<file path="config.mk">
export PLATFORM = sky130hd
export DESIGN_NAME = iob_vexriscv_bus_merge
export DESIGN_NICKNAME = d
export VERILOG_FILES = /design/src/rtl/iob_vexriscv_bus_merge.sv
export SDC_FILE = /design/constraint.sdc
export NUM_CORES = 1
export LEC_CHECK = 0
export CAP_MARGIN = 20
export CORE_AREA = 5 5 116 118
export DETAILED_ROUTE_END_ITERATION = 8
export DIE_AREA = 0 0 121 123
export GPL_ROUTABILITY_DRIVEN = 0
export PLACE_DENSITY = 0.7
export REMOVE_ABC_BUFFERS = 1
export SYNTH_ARGS = -nofsm -noshare
export SYNTH_HDL_FRONTEND = slang
export SYNTH_SLANG_ARGS = --single-unit
</file>
<file path="constraint.sdc">
create_clock -name clk -period 5.05 [get_ports clk]
set_clock_uncertainty 0.1 [all_clocks]
set_input_delay 1.01 -clock clk [delete_from_list [all_inputs] [get_ports clk]]
set_output_delay 1.01 -clock clk [all_outputs]
set_load 0.1 [all_outputs]
</file>
<file path="src/rtl/iob_vexriscv_bus_merge.sv">
// Two-to-one request merger between the VexRiscv wrapper and a single memory port.
// Instruction and data requests are arbitrated round-robin onto mem_req, and read
// responses are routed back in order using a small owner FIFO. This lets a
// pipelined memory return rvalid one or more cycles after it accepts a read.
//
// Ports:
//   clk        system clock, all state on the rising edge
//   rst        synchronous active-low reset
//   ibus_req   {valid, addr, wdata, wstrb} from the instruction master
//   ibus_resp  {rdata, rvalid, ready} to the instruction master
//   dbus_req   {valid, addr, wdata, wstrb} from the data master
//   dbus_resp  {rdata, rvalid, ready} to the data master
//   mem_req    merged request to memory, same packing as the master requests
//   mem_resp   {rdata, rvalid, ready} from memory
//   err        sticky; set when rvalid arrives with no read outstanding
module iob_vexriscv_bus_merge #(
    parameter int unsigned ADDR_W    = 32,
    parameter int unsigned DATA_W    = 32,
    parameter int unsigned MAX_OUTST = 2,
    localparam int unsigned STRB_W   = DATA_W / 8,
    localparam int unsigned REQ_W    = 1 + ADDR_W + DATA_W + STRB_W,
    localparam int unsigned RESP_W   = DATA_W + 2
) (
    input  logic              clk,
    input  logic              rst,
    input  logic [REQ_W-1:0]  ibus_req,
    output logic [RESP_W-1:0] ibus_resp,
    input  logic [REQ_W-1:0]  dbus_req,
    output logic [RESP_W-1:0] dbus_resp,
    output logic [REQ_W-1:0]  mem_req,
    input  logic [RESP_W-1:0] mem_resp,
    output logic              err
);

    localparam int unsigned PtrW = $clog2(MAX_OUTST);
    localparam int unsigned CntW = PtrW + 1;

    // Request unpacking
    logic             i_valid;
    logic             d_valid;
    logic [REQ_W-2:0] i_fields;
    logic [REQ_W-2:0] d_fields;

    assign i_valid  = ibus_req[REQ_W-1];
    assign d_valid  = dbus_req[REQ_W-1];
    assign i_fields = ibus_req[REQ_W-2:0];
    assign d_fields = dbus_req[REQ_W-2:0];

    // Response unpacking
    logic [DATA_W-1:0] mem_rdata;
    logic              mem_rvalid;
    logic              mem_ready;

    assign mem_rdata  = mem_resp[RESP_W-1:2];
    assign mem_rvalid = mem_resp[1];
    assign mem_ready  = mem_resp[0];

    // State
    logic                 last_q, last_d;
    logic [MAX_OUTST-1:0] own_q, own_d;
    logic [PtrW-1:0]      wr_ptr_q, wr_ptr_d;
    logic [PtrW-1:0]      rd_ptr_q, rd_ptr_d;
    logic [CntW-1:0]      cnt_q, cnt_d;
    logic                 err_q, err_d;

    // Arbitration and flow control
    logic             sel_valid;
    logic             sel_data;
    logic [REQ_W-2:0] sel_fields;
    logic             is_read;
    logic             fifo_empty;
    logic             fifo_full;
    logic             fifo_pop;
    logic             fifo_push;
    logic             block;
    logic             grant;
    logic             accept;
    logic             head_data;

    always_comb begin
        sel_valid = i_valid | d_valid;
        // last_q == 1 means data won the last accepted transfer, so a tie goes to
        // instruction; a single valid master always wins.
        if (i_valid && d_valid) begin
            sel_data = ~last_q;
        end else begin
            sel_data = d_valid;
        end
        sel_fields = sel_data ? d_fields : i_fields;
        is_read    = (sel_fields[STRB_W-1:0] == '0);
    end

    assign fifo_empty = (cnt_q == '0);
    assign fifo_full  = (cnt_q == CntW'(MAX_OUTST));
    assign fifo_pop   = rst & mem_rvalid & ~fifo_empty;
    // A pop in the same cycle frees a slot, so a full FIFO only stalls reads that
    // have no matching response retiring alongside them. Writes never stall.
    assign block      = fifo_full & ~fifo_pop & is_read;
    assign grant      = rst & sel_valid & ~block;
    assign accept     = grant & mem_ready;
    assign fifo_push  = accept & is_read;
    assign head_data  = own_q[rd_ptr_q];

    // Outputs
    always_comb begin
        mem_req   = sel_valid ? {grant, sel_fields} : '0;
        ibus_resp = {mem_rdata, fifo_pop & ~head_data, grant & mem_ready & ~sel_data};
        dbus_resp = {mem_rdata, fifo_pop & head_data, grant & mem_ready & sel_data};
        err       = err_q;
    end

    // Next state
    always_comb begin
        last_d   = accept ? sel_data : last_q;
        own_d    = own_q;
        wr_ptr_d = wr_ptr_q;
        rd_ptr_d = rd_ptr_q;
        cnt_d    = cnt_q;
        if (fifo_push) begin
            own_d[wr_ptr_q] = sel_data;
            wr_ptr_d        = wr_ptr_q + PtrW'(1);
        end
        if (fifo_pop) begin
            rd_ptr_d = rd_ptr_q + PtrW'(1);
        end
        case ({fifo_push, fifo_pop})
            2'b10:   cnt_d = cnt_q + CntW'(1);
            2'b01:   cnt_d = cnt_q - CntW'(1);
            default: cnt_d = cnt_q;
        endcase
        err_d = err_q | (mem_rvalid & fifo_empty);
    end

    always_ff @(posedge clk) begin
        if (!rst) begin
            last_q   <= 1'b1;
            own_q    <= '0;
            wr_ptr_q <= '0;
            rd_ptr_q <= '0;
            cnt_q    <= '0;
            err_q    <= 1'b0;
        end else begin
            last_q   <= last_d;
            own_q    <= own_d;
            wr_ptr_q <= wr_ptr_d;
            rd_ptr_q <= rd_ptr_d;
            cnt_q    <= cnt_d;
            err_q    <= err_d;
        end
    end

endmodule
</file>
; After elaboration in Yosys (flattened, before gate mapping)
; Index checks and enable logic that the tools add are counted.
[classes]
mux = 9
eq_ne = 3
n_reduce_logical = 5
add_sub_neg = 4
bitwise_logic = 21
n_lt_le_gt_ge = 3
[ops]
columns = cell, count
row1 = 69-bit two-way mux, 1
row2 = 68-bit two-way mux, 1
row3 = 1-bit AND, 13
row4 = 1-bit NOT, 6
row5 = "2-bit equality test, second input constant", 2
row6 = 4-bit logical NOT, 1
row7 = "1-bit by 2-bit < comparator with 1-bit output, second input constant", 2
row8 = 1-bit two-way mux, 4
row9 = 2-bit one-hot mux with 2 select lines, 1
row10 = "1-bit adder, second input constant", 2
row11 = "2-bit by 1-bit adder with 2-bit output, second input constant", 1
row12 = 2-bit bitwise mux, 1
row13 = "2-bit by 1-bit equality test with 1-bit output, second input constant", 1
row14 = 1-bit logical AND, 2
row15 = 2-bit logical NOT, 1
row16 = 1-bit bitwise OR, 2
row17 = 2-bit nonzero test, 1
row18 = "2-bit by 1-bit subtractor with 2-bit output, second input constant", 1
row19 = 1-bit demux with 1-bit select, 1
row20 = "1-bit greater-or-equal comparator, second input constant", 1
[totals]
output_inout_bits = 138
input_bits = 174
ff_bits = 8
word_cells = 51

; Depth between registers and ports, before layout
[logic_depth]
word_depth = 12
mapped_depth = 8
depth_no_buf = 7

; Worst setup path after synthesis
; OpenSTA, ideal clock, no wires.
[synth_path]
kind = in2out
startpoint = input ibus_req[68]
endpoint = output dbus_resp[0]
t_required_ps = 3940
setup_slack_ps = -25
stages = 5
arrival_time_ps = 3965
path_buffers = 1
cell_sequence = buf_4 > a21boi_4 > mux2i_1 > o31ai_2 > nor3_1
[synth_between]
elab_chain_len = 9
word_cells_on_any_way = 11
cone_classes = mux: 2 / bitwise: 7 / reduce/logical: 2
[synth_lines]
columns = item, line_no
row1 = start: declaration, 26  ; input logic [REQ_W-1:0] ibus_req,
row2 = 1-bit logical AND, 84  ; if (i_valid && d_valid) begin
row3 = 1-bit two-way mux, 84
row4 = 68-bit two-way mux, 89  ; sel_fields = sel_data ? d_fields : i_fields;
row5 = 4-bit logical NOT, 90  ; is_read = (sel_fields[STRB_W-1:0] == '0);
row6 = 1-bit AND, 98  ; assign block = fifo_full & ~fifo_pop & is_read;
row7 = 1-bit NOT, 99  ; assign grant = rst & sel_valid & ~block;
row8 = 1-bit AND, 99
row9 = 1-bit AND, 108  ; dbus_resp = {mem_rdata, fifo_pop & head_data, grant & mem_ready & sel_data};
row10 = 1-bit AND (*), 108
row11 = end: declaration, 29  ; output logic [RESP_W-1:0] dbus_resp,
; Mark *: on every way between the ends. The rest lies on a longest branch, timed or not.

; Worst setup path in the final report
[layout_path]
startpoint = input dbus_req[68]
endpoint = output ibus_resp[0]
[layout_between]
elab_chain_len = 9
word_cells_on_any_way = 12
cone_classes = mux: 2 / bitwise: 8 / reduce/logical: 2
[layout_lines]
columns = item, line_no
row1 = start: declaration, 28  ; input logic [REQ_W-1:0] dbus_req,
row2 = 1-bit logical AND, 84
row3 = 1-bit two-way mux, 84
row4 = 68-bit two-way mux, 89
row5 = 4-bit logical NOT, 90
row6 = 1-bit AND, 98
row7 = 1-bit NOT, 99
row8 = 1-bit AND, 99
row9 = 1-bit AND, 107  ; ibus_resp = {mem_rdata, fifo_pop & ~head_data, grant & mem_ready & ~sel_data};
row10 = 1-bit AND (*), 107
row11 = end: declaration, 27  ; output logic [RESP_W-1:0] ibus_resp,
; Marks and branches as above.

==> flow_metrics.env <==
export IMPL_outcome="complete, no violations"
export IMPL_crit_path_start="dbus_req[68]"
export IMPL_ant_nets=0
export IMPL_grt_max_degree=70
export IMPL_vias_per_cell=4.00
export IMPL_final_nets=653
export IMPL_crit_fanout=6
export IMPL_insertion_delay_ns=0.23
export IMPL_netlist_top_cells_area="nand2_1 26%, buf_4 25%, o21ai_0 17%"
export IMPL_tightestPinTransition_ns=0.966
export IMPL_synthTopCellsByCount="134 x nand2_1, 65 x buf_4, 65 x o21ai_0, 18 x clkbuf_1, 8 x dfxtp_1"
export IMPL_worstPathArrival_ns=3.05
export IMPL_die_h_um=123
export IMPL_synth_edf_count=0
export IMPL_end_kind="primary output"
export IMPL_p_leak_nw=1.52
export IMPL_syn_inst=341
export IMPL_period_share_pct=82.3
export IMPL_r2r_end="cnt_q[1]"
export IMPL_ir_drop_mv=0.169
export IMPL_post_drt_wl_per_cell_um=16.5
export IMPL_crit_family="buffers and inverters"
export IMPL_io_buffers=215
export IMPL_clkTransAtPathRegs_ns=0.04
export IMPL_critPathBufInv=2
export IMPL_finalHoldViolCount=0
export IMPL_pre_cts_ws_ns=0.886
export IMPL_crit_path_start_kind="input port"
export IMPL_synth_seq_cells=8
export IMPL_dpl_cell_area_um2=3600
export IMPL_netlist_area_um2=1920
export IMPL_yosys_area_top_type="nand2_1"
export IMPL_diodes=0
export IMPL_seq_area_frac_synth_pct=8.35
export IMPL_wirelength_um=10700
export IMPL_cp_cell_sequence="clkdlybuf4s50_1, a21boi_4, mux2i_1, o31ai_2, nor3_1, buf_12"
export IMPL_grt_pass1_vias=2345
export IMPL_antenna_found_initial=0
export IMPL_firstDrtPassIters=4
export IMPL_cts_root_buf="clkbuf_16"
export IMPL_synth_top_area_share_pct=26.2
export IMPL_stdcell_count=648
export IMPL_die_w_um=121
export IMPL_yosysMostFrequentCell="nand2_1"
export IMPL_r2r_start="last_q"
export IMPL_num_rows=41
export IMPL_crit_type="input port to primary output"
export IMPL_grt_pass1_wl_um=13900
export IMPL_cap_violations=0
export IMPL_rsz0062_at_grt="no"
export IMPL_ys_flop_type="dfxtp_1"
export IMPL_holdCritPathClass="flop to flop"
export IMPL_start_util_pct=15.5
export IMPL_slew_headroom_pct=35.4
export IMPL_critPathSlowestCell="clkdlybuf4s50_1"
export IMPL_drv_slew=0
export IMPL_max_freq_mhz=241
export IMPL_area_delta_synth_final_pct=91.8
export IMPL_vias=2593
export IMPL_cp_depth=6
export IMPL_drive_above_1_share_pct=18.1
export IMPL_fin_util_pct=29.8
export IMPL_cts_tree="built"
export IMPL_remaining_drc_errors=0
export IMPL_cts_hold_buf=0
export IMPL_dieArea_um2=14900
export IMPL_worstRegToRegCells=6
export IMPL_hold_ws_ns=0.357
export IMPL_cp_data_required_time_ns=3.94
export IMPL_ys_types=33
export IMPL_setup_viol=0
export IMPL_r2r_slack_ns=2.67
export IMPL_grtUsageTotal_pct=12.3
export IMPL_overflow=0
export IMPL_setup_slack_ns=0.894
export IMPL_ctsResizeCount=0
export IMPL_hpwl_um=8930
export IMPL_cts_max_level=1
export IMPL_num_io_pins=312
export IMPL_cts_setup_buffers=0
export IMPL_ys_warn_count=0
export IMPL_crit_end="ibus_resp[0]"
export IMPL_min_period_ns=4.16
export IMPL_core_area_um2=12400
export IMPL_dp_cells=645
export IMPL_cpPeakStageDelay_ns=0.58
export IMPL_cellPowerDensity_nw_per_um2=233
export IMPL_clock_path_buffers=2
export IMPL_clock_sinks=8
export IMPL_hold_path_depth=2
export IMPL_postSynthAreaPerCell_um2=5.62
export IMPL_fin_area_um2=3680
export IMPL_cts_buffers=3
export IMPL_postSynth_asyncResetShare_pct=0
export IMPL_drt_iter0_drc=68
[worst min-delay path, stage by stage, from the launching register on]
cell	delay, ns
dfxtp_1	0.30
nand2_1	0.05
mux2i_1	0.05
[metal layers]
metal / vias up / GRT usage (%) / routed length (um)
met5: - / 7.64 / 46
met4: 2 / 1.91 / 74
met3: 6 / 10.5 / 2140
met2: 226 / 16.7 / 4160
met1: 1050 / 14.4 / 4270
li1: 1309 / - / -
[cell families after synthesis]
logic type                 after synthesis  synth area share [%]
xor gates and xnor gates                 3                  1.37
and+or+nand+nor                        156                  33.1
adders and majority gates                1                 0.652
DFF                                      8                  8.35
AOI/OAI and AO/OA                       77                  22.6
muxes                                    6                  3.39
buffers and inverters                   90                  30.5
[flip-flops by register name, summed over array words and instances, names as in the netlist]
register / cells
err: 1
cnt_q: 2
own_q: 2
rd_ptr_q: 1
last_q: 1
wr_ptr_q: 1
[layout by cell type (no fill, tap or decap), types with 3 or more instances in the layout]
master,Yosys,routed
buf_4,65,73
nand2_1,134,134
xnor2_1,3,3
clkbuf_16,0,3
clkdlybuf4s50_1,0,141
inv_1,3,3
buf_12,0,4
nor2_1,3,3
o21ai_0,65,65
dfxtp_1,8,8
nor3_1,5,5
a22o_1,3,3
nor2b_1,3,3
mux2i_1,5,5
[final cells by class]
cell class / count / area (um2)
Clock buffer: 3 / 75.1
Inverter: 3 / 11.3
Tap cell: 172 / 215
Multi-Input combinational cell: 243 / 1170
Sequential cell: 8 / 160
Timing Repair Buffer: 219 / 2040
Fill cell: 1365 / 8680
[worst min-delay path by stage]
stage	start	to	slack (ns)
finish	own_q[1]	own_q[1]	0.36
detailed placement	own_q[1]	own_q[1]	0.35
CTS	own_q[1]	own_q[1]	0.36
global placement	own_q[1]	own_q[1]	0.35
floorplan	own_q[0]	own_q[0]	0.33
global route	own_q[1]	own_q[1]	0.37
[stage by stage]
step	TNS, ns	power (mW)
floorplan	-19.15	0.504
CTS	0	0.862
global route	0	0.888
finish	0	0.856
detailed placement	0	0.727
global placement	0	0.726
[power breakdown]
| group | internal (mW) | switching, mW |
|---|---|---|
| combinational | 0.190 | 0.466 |
| clock | 0.102 | 0.0314 |
| sequential | 0.0653 | 0.00198 |
(Power assumes the default switching activity.)
